--- src/rtl/uart_cmd_asm.sv ---
//------------------------------------------------------------------------------
// Module   : uart_cmd_asm
// Brief    : Groups UART bytes into 24-bit {opcode, data_hi, data_lo} commands
//            with a sticky ready flag, an overrun flag and an inter-byte timeout.
// Revision : 1.0 - initial release
//------------------------------------------------------------------------------
`default_nettype none

module uart_cmd_asm #(
  parameter int TMO_CYC = 52080,
  parameter int TMO_W   = 16
) (
  input  logic        clk,
  input  logic        rst_n,
  input  logic        rx_rdy,
  input  logic [7:0]  rx_data,
  input  logic        clr_cmd_rdy,
  output logic        cmd_rdy,
  output logic [23:0] cmd,
  output logic        overrun,
  output logic        tmo_err
);

  localparam logic [1:0] c_IDLE    = 2'd0;
  localparam logic [1:0] c_GET_MID = 2'd1;
  localparam logic [1:0] c_GET_LOW = 2'd2;

  localparam logic [TMO_W-1:0] c_TMO_LAST = TMO_W'(TMO_CYC - 1);

  logic [1:0]       r_state;
  logic [1:0]       w_state_nxt;
  logic [TMO_W-1:0] r_timer;
  logic [15:0]      r_asm;

  logic w_tmo_hit;
  logic w_ld_op;
  logic w_ld_mid;
  logic w_complete;
  logic w_tmo;
  logic w_timer_clr;

  assign w_tmo_hit = (r_timer == c_TMO_LAST);

  always_ff @(posedge clk or negedge rst_n) begin
    if (!rst_n) begin
      r_state <= c_IDLE;
    end else begin
      r_state <= w_state_nxt;
    end
  end

  always_comb begin
    w_state_nxt = r_state;
    case (r_state)
      c_IDLE: begin
        if (rx_rdy) w_state_nxt = c_GET_MID;
      end
      c_GET_MID: begin
        if (rx_rdy)         w_state_nxt = c_GET_LOW;
        else if (w_tmo_hit) w_state_nxt = c_IDLE;
      end
      c_GET_LOW: begin
        if (rx_rdy || w_tmo_hit) w_state_nxt = c_IDLE;
      end
      default: w_state_nxt = c_IDLE;
    endcase
  end

  // A byte arriving on the last timer cycle takes priority over the timeout.
  always_comb begin
    w_ld_op     = 1'b0;
    w_ld_mid    = 1'b0;
    w_complete  = 1'b0;
    w_tmo       = 1'b0;
    w_timer_clr = 1'b1;
    case (r_state)
      c_IDLE: begin
        w_ld_op = rx_rdy;
      end
      c_GET_MID: begin
        w_ld_mid    = rx_rdy;
        w_tmo       = !rx_rdy && w_tmo_hit;
        w_timer_clr = rx_rdy || w_tmo_hit;
      end
      c_GET_LOW: begin
        w_complete  = rx_rdy;
        w_tmo       = !rx_rdy && w_tmo_hit;
        w_timer_clr = rx_rdy || w_tmo_hit;
      end
      default: begin
        w_timer_clr = 1'b1;
      end
    endcase
  end

  always_ff @(posedge clk or negedge rst_n) begin
    if (!rst_n) begin
      r_timer <= '0;
    end else if (w_timer_clr) begin
      r_timer <= '0;
    end else begin
      r_timer <= r_timer + TMO_W'(1);
    end
  end

  always_ff @(posedge clk or negedge rst_n) begin
    if (!rst_n) begin
      r_asm <= 16'h0;
    end else if (w_ld_op) begin
      r_asm[15:8] <= rx_data;
    end else if (w_ld_mid) begin
      r_asm[7:0] <= rx_data;
    end
  end

  // Acknowledge coincident with completion retires the old command, so no overrun.
  always_ff @(posedge clk or negedge rst_n) begin
    if (!rst_n) begin
      cmd     <= 24'h0;
      cmd_rdy <= 1'b0;
      overrun <= 1'b0;
    end else if (w_complete) begin
      cmd     <= {r_asm, rx_data};
      cmd_rdy <= 1'b1;
      overrun <= cmd_rdy && !clr_cmd_rdy;
    end else if (clr_cmd_rdy) begin
      cmd_rdy <= 1'b0;
      overrun <= 1'b0;
    end
  end

  always_ff @(posedge clk or negedge rst_n) begin
    if (!rst_n) begin
      tmo_err <= 1'b0;
    end else begin
      tmo_err <= w_tmo;
    end
  end

endmodule

`default_nettype wire

--- config.mk ---
export PLATFORM = sky130hd
export DESIGN_NAME = uart_cmd_asm
export DESIGN_NICKNAME = d
export VERILOG_FILES = /design/src/rtl/uart_cmd_asm.sv
export SDC_FILE = /design/constraint.sdc
export NUM_CORES = 1
export LEC_CHECK = 0
export CAP_MARGIN = 0
export CORE_MARGIN = 2
export CORE_UTILIZATION = 45
export DETAILED_ROUTE_END_ITERATION = 8
export GPL_TIMING_DRIVEN = 0
export PLACE_DENSITY_LB_ADDON = 0.05
export SYNTH_ARGS = -nofsm -noshare
export SYNTH_HDL_FRONTEND = slang
export SYNTH_SLANG_ARGS = --single-unit
--- constraint.sdc ---
create_clock -name clk -period 3.81 [get_ports clk]
set_input_delay 0.762 -clock clk [delete_from_list [all_inputs] [get_ports clk]]
set_output_delay 0.762 -clock clk [all_outputs]
set_load 0.005 [all_outputs]
== Yosys cells after proc, flatten, opt, wreduce, memory -nomap -nowiden ==
Index checks and enable logic that the tools add are counted.
Word-level totals
  flip-flop bits (word level): 61
  input port bits: 12
  output and inout port bits: 27
  word-level logic and storage cells: 40
Operators by class
  add/subtract/negate cells: 1
  equality and inequality tests: 6
  mux-type cells: 14
  bitwise operators: 1
  reduce and logical (&&, ||, !) cells: 10
Operator list (count)
  $add 16x1->16 const B: 1
  $eq 16x16->1 const B: 1
  $mux 16: 1
  $mux 1: 8
  $mux 2: 4
  $pmux 2 s3: 1
  $ne 2x2->1 const B: 2
  $ne 3x3->1 const B: 1
  $reduce_and 3->1: 1
  $eq 2x1->1 const B: 1
  $eq 2x2->1 const B: 1
  $logic_and 1x1->1: 2
  $logic_not 1->1: 2
  $logic_not 2->1: 1
  $reduce_and 2->1: 1
  $reduce_bool 2->1: 1
  $reduce_or 2->1: 1
  $logic_or 1x1->1: 1
  $not 1->1: 1

== Logic depth before layout (Yosys ltp) ==
Gate-level depths: netlist (run 1).
  word-level depth: 4
  gate-level depth with buffers: 6
  gate-level depth less buffers: 6

== Worst setup path before layout (run 1) ==
No wires, ideal clock.
  kind: input to register
  from: input port rx_rdy
  to: register cmd[10]
  setup time: 0.125 ns
  data arrival time: 1.694 ns
  required time: 3.685 ns
  path slack: 1.991 ns
  stages on the path: 4
  path buffers: 2
  cells stage by stage: buf_2 > nand2_1 > buf_2 > mux2_2
On the way
  cells in the longest elaborated chain, start to end: 1
RTL lines
  from (decl): RTL line 15  | input logic rx_rdy,
  $mux 1: RTL line 76  | case (r_state)
  to (signal assigned): RTL line 123  | cmd <= {r_asm, rx_data};
  to (decl): RTL line 19  | output logic [23:0] cmd,
Every way passes these cells.
A chain may end at the register's enable or synchronous reset.

== Final worst setup path (run 1) ==
  from: register cmd_rdy
  to: output port cmd_rdy
RTL lines
  from (decl): RTL line 18  | output logic cmd_rdy,
  from (signal assigned): RTL line 120  | cmd_rdy <= 1'b0;
  from (signal assigned): RTL line 124  | cmd_rdy <= 1'b1;
  from (signal assigned): RTL line 127  | cmd_rdy <= 1'b0;
No word-level cell between the ends.

==> flow_summary.json, run 1 <==
{
  "cts_tree": "built",
  "final.min_clock_period_ns": 1.98,
  "relSlewSlack_pct": 60.4,
  "slowest_stage": "clkdlybuf4s50_1",
  "stdcell_count": 319,
  "track_usage_pct": 16.9,
  "die_h_um": 79.7,
  "end_kind": "output port",
  "port_buffers": 37,
  "r2r_cells": 5,
  "drive_gt1_share_pct": 27.5,
  "hold_path_class": "primary input to async pin",
  "finalSetupViolCount": 0,
  "place_ws_ns": 1.63,
  "viasPerCell": 5.16,
  "critical-path-top-delay-family": "buffers and inverters",
  "p_int_mw": 1.71,
  "max_freq_ghz": 0.506,
  "p_leak_nw": 1.38,
  "num_antenna_cells": 0,
  "synthesis.instances": 193,
  "hpwlAfterDp_um": 3450,
  "ys_seq_area_share_pct": 59.3,
  "status": "completed",
  "clkLatencyLatePin_ns": 0.32,
  "drv_slew": 0,
  "h-tree-depth": 3,
  "syn_area_um2": 2580,
  "synthTopCellsByArea": "dfrtp_1, mux2_2, xnor2_1, ha_1, nor2_1",
  "wl_per_cell_um": 15.3,
  "drv_cap": 0,
  "boundaryPins": 39,
  "dieArea_um2": 6350,
  "required_ns": 3.05,
  "grt_pass1_wl_um": 7980,
  "path_cells": "clkdlybuf4s50_1",
  "finalWorstSetupSlack_ns": 1.83,
  "synth-edff-count": 0,
  "grt_start_max_net_pins": 37,
  "numCtsBuffers": 9,
  "grt.overflow.total": 0,
  "nNetsFinal": 259,
  "worstPathArrival_ns": 1.22,
  "p_sw_share_pct": 26.3,
  "fp-row-count": 27,
  "cts_setup_buffers": 0,
  "cts_num_sinks": 61,
  "fin_area_um2": 3260,
  "cts_root_buf": "clkbuf_8",
  "async_reset_ff_share_pct": 100,
  "clock_skew_ns": 0.00673,
  "ctsResizeCount": 0,
  "drc": 0,
  "dp.cells": 303,
  "power.clock.fraction_pct": 25.3,
  "start_util_pct": 46.8,
  "finalSetupTns_ns": 0,
  "critPathMaxStageDelay_ns": 0.51,
  "cp_num_buf_inv": 1,
  "antenna_found_initial": 0,
  "vias": 1647,
  "p_sw_mw": 0.611,
  "gp_congestion": 0.756,
  "vdd_drop_max_v": 0.000377,
  "clockBufferDepth": 2,
  "synth.most_common_cell": "dfrtp_1",
  "clkSlewWorstSetupHoldPaths_ns": 0.07,
  "syn_avg_cell_area_um2": 13.3,
  "ctsHoldBuffers": 0,
  "grt_pass1_vias": 1639,
  "cp_max_fo": 3,
  "drtAntennaViolNets": 0,
  "rsz0062_at_grt": "false",
  "post-route-period-util_pct": 51.9,
  "crit_type": "flip-flop to output port",
  "finalHoldViolCount": 0,
  "synth_commonest_cells": "dfrtp_1, mux2_2, nor2_1",
  "cp.depth": 1,
  "die-width_um": 79.7,
  "core_um2": 5510,
  "worstMarginPinSlew_ns": 0.594,
  "dr.pass1.iters": 6,
  "syn_to_final_growth_pct": 26.7,
  "synth_area_leader_cell": "dfrtp_1",
  "power-per-cell-area_nw_per_um2": 711,
  "seq_power_share_pct": 43.3,
  "cp-start-kind": "flip-flop",
  "drt-total-wl_um": 4880,
  "post_dp_cell_area_um2": 3050,
  "yosys.area.top_type_share_pct": 59.3,
  "initialDrtViolationCount": 46,
  "p_comb_share_pct": 31.4,
  "synth_cell_types": 36,
  "syn_nets": 210,
  "ys.flop_type": "dfrtp_1",
  "yosys_register_bits": 61,
  "p_total_mw": 2.32,
  "yosys_warnings": 0
}
[metrics by stage]
| stage | hold WS, ns | util (%) |
|---|---|---|
| after global placement | 0.482 | 55.1 |
| after floorplan | 0.464 | - |
| after detailed placement | 0.492 | 55.4 |
| final | 0.434 | 59.3 |
| after CTS | 0.439 | 59.3 |
| after global routing | 0.457 | 59.3 |
[power groups by stage]
| stage | sequential, mW | clock (mW) | combinational (mW) |
|---|---|---|---|
| 2_1_floorplan | 1.00 | 0 | 0.361 |
| 3_3_place_gp | 0.999 | 0 | 0.715 |
| 3_5_place_dp | 1.02 | 0 | 0.741 |
| 4_1_cts | 1.01 | 0.607 | 0.744 |
| 5_1_grt | 1.04 | 0.640 | 0.791 |
| 6_report | 1.00 | 0.588 | 0.728 |
[worst paths after layout]
kind / end / slack (ns) / startpoint
hold / removal: tmo_err$_DFF_PN0_ / 0.43 / rst_n
setup / recovery: cmd_rdy / 1.83 / cmd_rdy$_DFFE_PN0P_
max in group asynchronous: cmd[22]$_DFFE_PN0P_ / 2.78 / rst_n
hold reg to reg: r_asm[7]$_DFFE_PN0P_ / 0.51 / r_asm[7]$_DFFE_PN0P_
min in group clk: r_asm[7]$_DFFE_PN0P_ / 0.51 / r_asm[7]$_DFFE_PN0P_
setup reg to reg: cmd[10]$_DFFE_PN0P_ / 1.89 / r_state[0]$_DFFE_PN0P_
[metal layers]
layer,routed length [um],global-route usage [%],vias up
li1,-,-,772
met5,0,0,-
met1,2230,22.6,831
met2,2380,25.5,42
met3,253,7.01,2
met4,19,4.48,0
[cell families after synthesis]
| logic type | after synthesis | synth area share (%) |
|---|---|---|
| xor gates and xnor gates | 13 | 4.42 |
| buffers and inverters | 12 | 2.18 |
| adders and majority gates | 5 | 2.43 |
| muxes | 42 | 18.3 |
| DFF | 61 | 59.3 |
| and+or+nand+nor | 54 | 11.8 |
| AOI/OAI and AO/OA | 6 | 1.65 |
[layout make-up]
cell class | instances | area (um^2)
Buffer | 6 | 33.8
Clock buffer | 13 | 169
Clock inverter | 3 | 42.5
Fill cell | 448 | 2240
Inverter | 6 | 22.5
Multi-Input combinational cell | 120 | 993
Sequential cell | 61 | 1530
Tap cell | 72 | 90.1
Timing Repair Buffer | 38 | 385
[registers in the layout, indices dropped and copies added, names as in the netlist]
| register | count |
|---|---|
| r_state | 2 |
| cmd | 24 |
| tmo_err | 1 |
| r_timer | 16 |
| cmd_rdy | 1 |
| overrun | 1 |
| r_asm | 16 |
[cells in the final DEF (no fill, tap or decap), types with 3 or more instances in the layout]
cell,netlist,layout
buf_2,3,4
clkbuf_8,0,12
clkdlybuf4s50_1,0,36
dfrtp_1,61,61
ha_1,5,5
inv_1,6,6
mux2_2,40,40
nand2_1,5,5
nand3_1,6,6
nand4_1,5,5
nor2_1,16,16
nor3_1,6,6
nor4_1,3,3
xnor2_1,11,11
(Power assumes the default switching activity.)
==> inputs of run 2 (changes only) <==
- clock period: 3.81 -> 1.7 ns (I/O delays scaled with it)
==> run 2 against run 1 <==
Non-clock buffer count increased by 6. Clock power increased by 120%. Sequential share of layout area decreased by 1.4 points. Cell count increased by 1.9%. Cell area increased by 3.1%. Sequential power increased by 120%. Worst hold slack got worse by 0.42 ns. Clock skew about the same. Die area unchanged. Utilization increased by 1.8 points. Largest cell class unchanged.
==> flow_summary.json, run 2 (synthesis gave the netlist of run 1 again) <==
{
  "seq_power_share_pct": 42.2,
  "nNetsFinal": 265,
  "numCtsBuffers": 9,
  "relSlewSlack_pct": 60.5,
  "cts_root_buf": "clkbuf_8",
  "wl_per_cell_um": 15.3,
  "clkLatencyLatePin_ns": 0.32,
  "cp-start-kind": "flip-flop",
  "initialDrtViolationCount": 39,
  "gp_congestion": 0.756,
  "hpwlAfterDp_um": 3450,
  "drt-total-wl_um": 4990,
  "clockBufferDepth": 2,
  "reg.largest.list": "cmd: 24 flops, r_asm: 16 flops, r_timer: 16 flops",
  "hold_path_class": "primary input to async pin",
  "final_common_cell": "dfrtp_1",
  "p_sw_mw": 1.41,
  "vias": 1662,
  "dp.cells": 303,
  "cts_tree": "built",
  "finalWorstSetupSlack_ns": 0.0714,
  "place_ws_ns": -0.241,
  "dr.pass1.iters": 4,
  "whs_ns": 0.0104,
  "drv_slew": 0,
  "post_dp_cell_area_um2": 3050,
  "end_kind": "flip-flop",
  "fin_area_um2": 3360,
  "p_leak_nw": 1.43,
  "largest_register_ffs": 24,
  "vdd_drop_max_v": 0.000845,
  "p_comb_share_pct": 33.0,
  "worstMarginPinSlew_ns": 0.592,
  "worstPathArrival_ns": 1.89,
  "die-width_um": 79.7,
  "grt_pass1_wl_um": 8130,
  "drv_cap": 0,
  "p_sw_share_pct": 26.4,
  "clkSlewWorstSetupHoldPaths_ns": 0.07,
  "stdcell_count": 325,
  "power.clock.fraction_pct": 24.8,
  "final_cell_mix": "dfrtp_1, mux2_2, clkdlybuf4s50_1",
  "port_buffers": 37,
  "cp_max_fo": 6,
  "track_usage_pct": 17.2,
  "ctsHoldBuffers": 0,
  "start_util_pct": 46.8,
  "finalHoldViolCount": 0,
  "drive_gt1_share_pct": 31.6,
  "finalSetupViolCount": 0,
  "h-tree-depth": 3,
  "core_um2": 5510,
  "cts_num_sinks": 61,
  "grt_pass1_vias": 1671,
  "drtAntennaViolNets": 0,
  "crit_type": "flip-flop to flip-flop",
  "drc": 0,
  "power-per-cell-area_nw_per_um2": 1580,
  "die_h_um": 79.7,
  "top_register": "cmd",
  "boundaryPins": 39,
  "status": "completed",
  "num_antenna_cells": 0,
  "fp-row-count": 27,
  "viasPerCell": 5.11,
  "p_int_mw": 3.91,
  "post-route-period-util_pct": 95.8,
  "clock_skew_ns": 0.00696,
  "required_ns": 1.96,
  "dieArea_um2": 6350,
  "syn_to_final_growth_pct": 30.6,
  "max_freq_ghz": 0.614,
  "grt_start_max_net_pins": 37,
  "antenna_found_initial": 0,
  "final.min_clock_period_ns": 1.63,
  "grt.overflow.total": 0
}
[run 2: cell count changes in the layout (fill, tap and decap cells not counted), sizes merged]
cell,change
buf,+7
clkbuf,-1
[run 2: path summary, 6_finish.rpt]
path / startpoint / to / slack, ns / depth (start not counted)
max: r_timer[5]$_DFF_PN0_ / r_timer[15]$_DFF_PN0_ / 0.07 / 4
min: rst_n / tmo_err$_DFF_PN0_ / 0.01 / 1
max reg2reg: r_timer[5]$_DFF_PN0_ / r_timer[15]$_DFF_PN0_ / 0.07 / 4
min reg2reg: r_asm[5]$_DFFE_PN0P_ / cmd[13]$_DFFE_PN0P_ / 0.51 / 1
max in group asynchronous: rst_n / cmd[5]$_DFFE_PN0P_ / 1.09 / 2
min in group clk: rx_rdy / tmo_err$_DFF_PN0_ / 0.35 / 2
[run 2: power by group through the flow]
stage / clock network (mW) / registers, mW / logic (mW)
global route: 1.43 / 2.32 / 1.90
detailed placement: 0 / 2.28 / 1.66
finish: 1.32 / 2.24 / 1.76
global placement: 0 / 2.24 / 1.60
CTS: 1.36 / 2.25 / 1.73
floorplan: 0 / 2.24 / 0.808
[run 2: timing repair]
| item | 4_1_cts | 5_1_grt |
|---|---|---|
| setup endpoints to repair | 39 | 12 |
| buffers inserted | 3 | 4 |
| gates resized for setup | 6 | 4 |
| pin swaps | 0 | 2 |
[run 2: worst max-delay path: stages, from the launching register on]
cell	delay, ns
dfrtp_1	0.46
nand4_1	0.19
or2_1	0.28
or4_4	0.49
a21oi_2	0.14
[run 2: routing by layer]
metal  wire [um]  part of all wire (%)  track usage, %  up-vias
met4          19                  0.38            4.48        0
met5           0                     0               0        -
met2        2470                    49            26.2       36
met1        2270                    46            22.7      837
li1            -                     -               -      787
met3         231                   4.6            7.01        2
[run 2: stage by stage]
stage | power (mW) | utilization [%] | setup TNS, ns
after floorplan | 3.05 | - | 0
after global placement | 3.84 | 55.1 | -93.69
after detailed placement | 3.94 | 55.4 | -4.66
after CTS | 5.34 | 60.2 | 0
after global routing | 5.65 | 61.1 | -0.00968
final | 5.32 | 61.1 | 0
[run 2: cell type report]
cell class	count	area, um^2
Buffer	5	35.0
Clock buffer	13	169
Clock inverter	3	42.5
Fill cell	429	2140
Inverter	6	22.5
Multi-Input combinational cell	120	1040
Sequential cell	61	1530
Tap cell	72	90.1
Timing Repair Buffer	45	438
